### src/rtl/tcp_pkt_serializer_pkg.sv
// Shared protocol package: Ethernet/IPv4/TCP header structs, header sizes,
// transmit serializer state encoding and an IPv4 checksum word helper.
package tcp_pkt_serializer_pkg;

  localparam int unsigned ETH_HDR_BYTES  = 14;
  localparam int unsigned IPV4_HDR_BYTES = 20;
  localparam int unsigned TCP_HDR_BYTES  = 20;
  localparam int unsigned TX_HDR_BYTES   = 54;
  localparam int unsigned IPV4_HDR_WORDS = IPV4_HDR_BYTES / 2;

  // eth_dst[0] / eth_src[0] are the first bytes on the wire
  typedef struct packed {
    logic [5:0][7:0] eth_dst;
    logic [5:0][7:0] eth_src;
    logic [15:0]     eth_type;
  } eth_hdr_struct;

  // Fields declared in wire order, so bit 159 is the first bit on the wire
  typedef struct packed {
    logic [3:0]  ip_v;
    logic [3:0]  ip_hl;
    logic [7:0]  ip_tos;
    logic [15:0] ip_len;
    logic [15:0] ip_id;
    logic [15:0] ip_off;
    logic [7:0]  ip_ttl;
    logic [7:0]  ip_p;
    logic [15:0] ip_sum;
    logic [31:0] ip_src;
    logic [31:0] ip_dst;
  } ipv4_hdr_struct;

  typedef struct packed {
    logic [15:0] th_sport;
    logic [15:0] th_dport;
    logic [31:0] th_seq;
    logic [31:0] th_ack;
    logic [3:0]  th_off;
    logic [3:0]  th_x2;
    logic [7:0]  th_flags;
    logic [15:0] th_win;
    logic [15:0] th_sum;
    logic [15:0] th_urp;
  } tcp_hdr_struct;

  typedef enum logic [1:0] {
    ST_IDLE    = 2'd0,
    ST_CSUM    = 2'd1,
    ST_HDR     = 2'd2,
    ST_PAYLOAD = 2'd3
  } tx_ser_state_e;

  // 16-bit header word k (0 = first on the wire) with the checksum field zeroed
  function automatic logic [15:0] ipv4_csum_word(input ipv4_hdr_struct h, input logic [3:0] k);
    ipv4_hdr_struct z;
    logic [159:0]   v;
    z        = h;
    z.ip_sum = '0;
    v        = z;
    v        = v >> (16 * (IPV4_HDR_WORDS - 1 - 32'(k)));
    return v[15:0];
  endfunction

endpackage

### src/rtl/tcp_pkt_serializer_csum.sv
// IPv4 header checksum accumulator: clear, add one 16-bit word per cycle,
// folded and inverted ones-complement result.
// Ports: clk, rst (sync, active-high), clr, add, word[15:0] -> csum_c[15:0].
module ipv4_csum_acc (
  input  logic        clk,
  input  logic        rst,
  input  logic        clr,
  input  logic        add,
  input  logic [15:0] word,
  output logic [15:0] csum_c
);

  logic [19:0] acc;
  logic [19:0] fold1;
  logic [15:0] fold2;

  // 20 bits hold the sum of ten 16-bit words without overflow
  always_ff @(posedge clk) begin
    if (rst || clr) begin
      acc <= '0;
    end else if (add) begin
      acc <= acc + 20'(word);
    end
  end

  // Two folds always suffice: after the first the carry is at most 1
  always_comb begin
    fold1  = 20'(acc[15:0]) + 20'(acc[19:16]);
    fold2  = fold1[15:0] + 16'(fold1[19:16]);
    csum_c = ~fold2;
  end

endmodule

### src/rtl/tcp_pkt_serializer.sv
// Transmit serializer: takes one Ethernet/IPv4/TCP header set, emits the
// 54 header bytes in network order on an 8-bit stream, then passes the TCP
// payload through. Optional IPv4 checksum generation via `IPV4_CSUM_GEN_EN.
// Ports: clk, rst (sync, active-high); header handshake hdr_valid/hdr_ready
// with eth_hdr/ip_hdr/tcp_hdr; payload pl_data/pl_valid/pl_ready/pl_last;
// output stream out_data/out_valid/out_ready/out_sop/out_eop; len_err pulse.
module tcp_pkt_serializer
  import tcp_pkt_serializer_pkg::*;
(
  input  logic           clk,
  input  logic           rst,
  input  logic           hdr_valid,
  output logic           hdr_ready,
  input  eth_hdr_struct  eth_hdr,
  input  ipv4_hdr_struct ip_hdr,
  input  tcp_hdr_struct  tcp_hdr,
  input  logic [7:0]     pl_data,
  input  logic           pl_valid,
  output logic           pl_ready,
  input  logic           pl_last,
  output logic [7:0]     out_data,
  output logic           out_valid,
  input  logic           out_ready,
  output logic           out_sop,
  output logic           out_eop,
  output logic           len_err
);

  localparam logic [15:0] MIN_IP_LEN = 16'(IPV4_HDR_BYTES + TCP_HDR_BYTES);
  localparam logic [5:0]  LAST_IDX   = 6'(TX_HDR_BYTES - 1);

  tx_ser_state_e  state;
  eth_hdr_struct  eth_r;
  ipv4_hdr_struct ip_r;
  tcp_hdr_struct  tcp_r;
  logic [5:0]     byte_idx;
  logic [15:0]    pl_cnt;      // payload length, then bytes still to forward
  logic           hdr_take;

  ipv4_hdr_struct ip_tx;
  logic [159:0]   ip_bits;
  logic [159:0]   tcp_bits;
  logic [7:0]     hdr_bytes [TX_HDR_BYTES];

  assign hdr_take = (state == ST_IDLE) && hdr_valid && hdr_ready;

`ifdef IPV4_CSUM_GEN_EN
  logic [3:0]  csum_idx;
  logic [15:0] csum_c;

  ipv4_csum_acc u_csum (
    .clk    (clk),
    .rst    (rst),
    .clr    (hdr_take),
    .add    (state == ST_CSUM),
    .word   (ipv4_csum_word(ip_r, csum_idx)),
    .csum_c (csum_c)
  );
`endif

  // Header byte image built from the registered structs
  always_comb begin
    ip_tx = ip_r;
`ifdef IPV4_CSUM_GEN_EN
    ip_tx.ip_sum = csum_c;
`endif
    ip_bits  = ip_tx;
    tcp_bits = tcp_r;
    for (int i = 0; i < 6; i++) begin
      hdr_bytes[i]     = eth_r.eth_dst[i];
      hdr_bytes[6 + i] = eth_r.eth_src[i];
    end
    hdr_bytes[12] = eth_r.eth_type[15:8];
    hdr_bytes[13] = eth_r.eth_type[7:0];
    for (int i = 0; i < 20; i++) begin
      hdr_bytes[14 + i] = ip_bits[159 - 8 * i -: 8];
      hdr_bytes[34 + i] = tcp_bits[159 - 8 * i -: 8];
    end
  end

  // Output stream mux: header from registers, payload passed through
  always_comb begin
    out_data  = '0;
    out_valid = 1'b0;
    out_sop   = 1'b0;
    out_eop   = 1'b0;
    pl_ready  = 1'b0;
    case (state)
      ST_HDR: begin
        out_data  = hdr_bytes[byte_idx];
        out_valid = 1'b1;
        out_sop   = (byte_idx == '0);
        out_eop   = (byte_idx == LAST_IDX) && (pl_cnt == '0);
      end
      ST_PAYLOAD: begin
        out_data  = pl_data;
        out_valid = pl_valid;
        pl_ready  = out_ready;
        out_eop   = (pl_cnt == 16'd1);
      end
      default: ;
    endcase
  end

  // Control FSM with registered hdr_ready / len_err
  always_ff @(posedge clk) begin
    if (rst) begin
      state     <= ST_IDLE;
      hdr_ready <= 1'b0;
      len_err   <= 1'b0;
      byte_idx  <= '0;
      pl_cnt    <= '0;
      eth_r     <= '0;
      ip_r      <= '0;
      tcp_r     <= '0;
`ifdef IPV4_CSUM_GEN_EN
      csum_idx  <= '0;
`endif
    end else begin
      len_err <= 1'b0;
      case (state)
        ST_IDLE: begin
          if (hdr_take) begin
            eth_r     <= eth_hdr;
            ip_r      <= ip_hdr;
            tcp_r     <= tcp_hdr;
            hdr_ready <= 1'b0;
            byte_idx  <= '0;
            if (ip_hdr.ip_len < MIN_IP_LEN) begin
              pl_cnt  <= '0;
              len_err <= 1'b1;
            end else begin
              pl_cnt  <= ip_hdr.ip_len - MIN_IP_LEN;
            end
`ifdef IPV4_CSUM_GEN_EN
            csum_idx  <= '0;
            state     <= ST_CSUM;
`else
            state     <= ST_HDR;
`endif
          end else begin
            hdr_ready <= 1'b1;
          end
        end
`ifdef IPV4_CSUM_GEN_EN
        ST_CSUM: begin
          csum_idx <= csum_idx + 4'd1;
          if (csum_idx == 4'(IPV4_HDR_WORDS - 1)) begin
            state <= ST_HDR;
          end
        end
`endif
        ST_HDR: begin
          if (out_ready) begin
            if (byte_idx == LAST_IDX) begin
              byte_idx <= '0;
              if (pl_cnt == '0) begin
                state     <= ST_IDLE;
                hdr_ready <= 1'b1;
              end else begin
                state     <= ST_PAYLOAD;
              end
            end else begin
              byte_idx <= byte_idx + 6'd1;
            end
          end
        end
        ST_PAYLOAD: begin
          if (pl_valid && out_ready) begin
            pl_cnt <= pl_cnt - 16'd1;
            // Source's last marker must coincide with the final counted byte
            if (pl_last != (pl_cnt == 16'd1)) begin
              len_err <= 1'b1;
            end
            if (pl_cnt == 16'd1) begin
              state     <= ST_IDLE;
              hdr_ready <= 1'b1;
            end
          end
        end
        default: state <= ST_IDLE;
      endcase
    end
  end

endmodule

### config.mk
export PLATFORM = sky130hd
export DESIGN_NAME = tcp_pkt_serializer
export DESIGN_NICKNAME = d
export VERILOG_FILES = /design/src/rtl/tcp_pkt_serializer_pkg.sv /design/src/rtl/tcp_pkt_serializer_csum.sv /design/src/rtl/tcp_pkt_serializer.sv
export SDC_FILE = /design/constraint.sdc
export NUM_CORES = 1
export LEC_CHECK = 0
export ABC_AREA = 1
export BUFFER_PORTS_ARGS = -buffer_cell sky130_fd_sc_hd__buf_2
export CAP_MARGIN = 20
export CORE_MARGIN = 8
export CORE_UTILIZATION = 55
export DETAILED_ROUTE_END_ITERATION = 8
export PLACE_DENSITY_LB_ADDON = 0.15
export SLEW_MARGIN = 20
export SYNTH_ARGS = -nofsm -noshare
export SYNTH_HDL_FRONTEND = slang
export SYNTH_SLANG_ARGS = --single-unit
### constraint.sdc
create_clock -name clk -period 2.3 [get_ports clk]
set_input_delay 0.345 -clock clk [delete_from_list [all_inputs] [get_ports clk]]
set_output_delay 0.345 -clock clk [all_outputs]
set_load 0.1 [all_outputs]
### Word level (Yosys, flattened, before mapping)

Cells that the tools add are included.

* logic and storage cells: 106
* output and inout port bits: 14
* register bits after elaboration: 458

* bitwise gates (word level): 1
* equality and inequality tests: 11
* reduce and logical (&&, ||, !) cells: 15
* order comparisons: 2
* add/subtract/negate cells: 3
* muxes and demuxes: 35

Operators by type and width (number)
* binary-select mux 8 bit (select 6 bit): 1
* 2-to-1 mux 16 bit: 3
* case mux 16 bit (2 select lines): 1
* 2-to-1 mux 6 bit: 3
* equality test 16 x 1 -> 1 bit, second input constant: 1
* zero test 16 bit: 1
* < comparator 16 x 6 -> 1 bit, second input constant: 1
* 2-to-1 mux 8 bit: 2
* case mux 8 bit (2 select lines): 1
* subtractor 16 x 1 -> 16 bit, second input constant: 1
* subtractor 16 x 6 -> 16 bit, second input constant: 1
* 2-to-1 mux 1 bit: 12
* 2-to-1 mux 2 bit: 6
* inequality test 2 bit, second input constant: 6
* case mux 6 bit (2 select lines): 1
* >= comparator 7 bit, second input constant: 1
* inverter 6 -> 7 bit: 1
* adder 6 x 1 -> 6 bit, second input constant: 1
* equality test 6 bit, second input constant: 1
* zero test 6 bit: 1
* case mux 1 bit (2 select lines): 3
* case mux 2 bit (3 select lines): 1
* AND reduction 3 bit: 2
* AND reduction 6 bit: 1
* other kinds (9): 14

### Longest topological paths before layout

* word-level depth: 5
* gate-level depth with buffers: 14
* mapped depth without buffers: 12

### Worst setup path after synthesis

No wires, ideal clock.

* path kind: reg2out
* start point: register byte_idx[1]
* end point: output port out_eop
* data arrival time: 4.300 ns
* required time: 1.955 ns
* cell stages (with the launch flop): 10
* slack: -2.345 ns
* cell sequence: dfxtp_1 > buf_4 > inv_2 > buf_6 > buf_4 > ha_1 > nand3_1 > nor2_1 > nand2_1 > o41ai_1

* word-level cells in the longest chain between the ends: 3

RTL lines
* from (decl): RTL line tcp_pkt_serializer.sv:36 `logic [5:0] byte_idx;`
* from (signal assigned): RTL line tcp_pkt_serializer.sv:164 `byte_idx <= byte_idx + 6'd1;`
* equality test 6 bit: RTL line tcp_pkt_serializer.sv:93 `out_eop = (byte_idx == LAST_IDX) && (pl_cnt == '0);`
* logical AND 1 bit: RTL line tcp_pkt_serializer.sv:93
* case mux 1 bit (2 select lines): RTL line tcp_pkt_serializer.sv:88 `case (state)`
* to (decl): RTL line tcp_pkt_serializer.sv:25 `output logic out_eop,`

Every way passes these cells.

### Final worst setup path

* start point: register byte_idx[0]
* end point: output port out_eop

Same word-level chain as after synthesis.

==> results.toml <==
[global_route]
grt_pass1_wl_um = 117000
grt_overflow_total = 0
antenna_found_initial = 4
grt_pass1_vias = 22000
grt_usage = 0.325
grt_max_degree = 197

[clock_network]
clock_latency_ns = 0.58
clock_path_buffers = 3
cts_tree = "built"
htreeDepth = 2
root_buffer = "clkbuf_16"
clk_pin_slew_ns = 0.06
cts_made_buffers = 47
clkSinkCount = 458

[floorplanning]
start_util = 0.554
num_rows = 72
core-area_um2 = 38500
design.die.area_um2 = 45300
die_w_um = 213
io_pins = 460
die_h_um = 213

[worst_setup_path]
cp_data_arrival_time_ns = 2.55
slowest_stage = "dfxtp_4"
reg2reg_slack_ns = 0.11
critical_path_class = "flop to output port"
worstPathCellList = "buf_12 > buf_12 > buf_12 > ha_1 > nand3_1 > nor2_1 > buf_4 > nand2_2 > o41ai_4 > buf_12"
worst-path-max-fanout = 10
r2r_start = "byte_idx[0]$_SDFFE_PP0P_"
crit_path_frequent_cell = "buf_12"
reg2reg_to = "byte_idx[1]$_SDFFE_PP0P_"
cp_slowest_stage_delay_ns = 0.39
ff2ff_path_depth = 10
required_ns = 1.96
crit_path_start_kind = "flop"
critPathCaptureType = "output port"

[sta]
rsz0062_at_grt = "yes"
holdWs_ns = 0.0136
tightest_slew_ns = 0.775
fin_skew_ns = 0.0159
relSlewSlack = 0.483
drv_slew = 0
setup_viol = 10
fin_crit_sh = 1.26
fin_ws_ns = -0.593
max_freq_mhz = 346
hold_viol_final = 0
period_needed_ns = 2.89

[hold_path]
holdPathEnd = "eth_r[11]$_SDFFE_PP0P_"
worstHoldStart = "eth_hdr[11]"
hold_class = "primary input to flop"
holdPathStages = 3

[layout]
nFillCells = 3248
drive_above_1_share = 0.215
area_delta_synth_final_pct = 28.4
fin_cells = 4143
nNetsFinal = 4040

[route]
via_per_inst = 5.56
wl_um = 78200
post_drt_wl_per_cell_um = 18.9
vias = 23000
drc = 0
antenna_left = 0
drtIter0Drc = 2249
drt_first_pass_iters = 6

[logic_synthesis]
synthesis.area_um2 = 21300
synth_common_cells = "nand2_1, a21oi_1, dfxtp_1"
postSynth.asyncResetShare = 0
synthCells = 3164
syn-num-nets = 3619
yosysTopAreaCell = "dfxtp_1"
synth_flop_cell = "dfxtp_1"
synth.most_common_cell = "nand2_1"
synth-seq-area-share = 0.431
synth_top_area_frac = 0.431
synth-edff-count = 0
ys_seq_elements = 458
synth_area_leaders = "dfxtp_1, nand2_1, a21oi_1"
synth.distinct_cells = 35
synth_warnings = 0
syn_avg_cell_area_um2 = 6.73

[place]
place_inst = 4000
gp_congestion = 0.934
portBuffers = 459
hpwlAfterDp_um = 55600

[run_status]
violations = "negative setup slack"
status = "finished, violations left"

[power_and_ir_drop]
p_comb_frac = 0.350
ir_drop_mv = 1.01
power_leakage_nw = 11.8
cell_internal_pwr_mw = 18.3
power_mw = 28.7
p_sw_mw = 10.4
seq_power_share = 0.363
p_clk_frac = 0.287
p_per_area_nw_per_um2 = 1050
switching_share = 0.362

[run]
maxCapViolations = 0
worst max-delay path by stage:
stage | end | slack (ns) | cells after the start | from
global route | out_eop | -0.71 | 10 | byte_idx[0]$_SDFFE_PP0P_
floorplan | out_eop | -0.30 | 9 | byte_idx[1]$_SDFFE_PP0P_
finish | out_eop | -0.59 | 10 | byte_idx[0]$_SDFFE_PP0P_
detailed placement | out_data[0] | -0.03 | 14 | byte_idx[0]$_SDFFE_PP0P_
global placement | out_data[0] | -0.08 | 14 | byte_idx[0]$_SDFFE_PP0P_
CTS | out_data[0] | -0.59 | 12 | byte_idx[0]$_SDFFE_PP0P_
flip-flops by register name, summed over array words and instances, names as in the netlist:
register   flops
eth_r        112
hdr_ready      1
byte_idx       6
pl_cnt        16
state          2
len_err        1
hdr_bytes    320
metal layers:
| layer | track usage | vias up | share of wire |
|---|---|---|---|
| li1 | - | 11100 | - |
| met1 | 0.428 | 10800 | 0.41 |
| met2 | 0.524 | 1056 | 0.46 |
| met3 | 0.0524 | 171 | 0.087 |
| met4 | 0.139 | 4 | 0.040 |
| met5 | 0 | - | 0.00029 |
logic make-up after synthesis:
logic type	synth area share
AOI/OAI and AO/OA	0.231
xor gates and xnor gates	0.00370
adders and majority gates	0.00529
buffers and inverters	0.110
DFF	0.431
and+or+nand+nor	0.220
critical path, delay by kind of cell, from the launching register on:
kind            cells  cell delay [ns]
compound gates      1             0.31
fa+ha+maj           1             0.16
buf+inv             5             0.82
flops               1             0.39
simple gates        3             0.28
per-stage QoR:
stage           util  cell area (um^2)  TNS [ns]  setup slack, ns
2_1_floorplan      -             21300    -0.300           -0.300
3_3_place_gp   0.637             24500   -0.0797          -0.0797
3_5_place_dp   0.637             24500   -0.0387          -0.0309
4_1_cts        0.695             26700     -5.20           -0.594
5_1_grt        0.710             27300     -6.18           -0.711
6_report       0.711             27300     -5.33           -0.593
layout by cell type (no fill, tap or decap), types with 30 or more instances in the layout:
cell type,n
nand2_2,45
dlygate4sd3_1,30
buf_2,446
buf_12,50
inv_1,320
dfxtp_1,455
clkbuf_16,57
o21ai_1,41
o211ai_1,58
o21ai_0,325
nand2_1,855
nand3_1,137
a21oi_1,489
buf_4,57
nor2_1,85
power groups by stage:
stage,clock (mW),sequential (mW),combinational (mW)
floorplan,0,10.4,6.29
global placement,0,10.5,8.92
detailed placement,0,10.6,9.09
CTS,8.28,10.4,9.42
global route,8.62,10.6,11.0
finish,8.23,10.4,10.0
final cells by class:
cell class	count	area, um^2	area share
timing repair inverter	1	11.3	0.000412
tap	518	648	0.0237
inverter	329	1260	0.0462
antenna	4	10.0	0.000366
multi-input combinational	2143	10200	0.373
timing repair buffer	605	4370	0.160
sequential	458	9180	0.336
clock buffer	73	1480	0.0541
clock inverter	12	194	0.00710
repair_timing:
action | 4_1_cts | 5_1_grt
resized for setup | 45 | 101
hold buffers | 30 | 0
pin swaps | 4 | 31
buffers inserted | 5 | 9
setup endpoints to repair | 10 | 11
endpoints found under the hold margin | 30 | 0
gates cloned | 2 | 8
(Power assumes the default switching activity.)
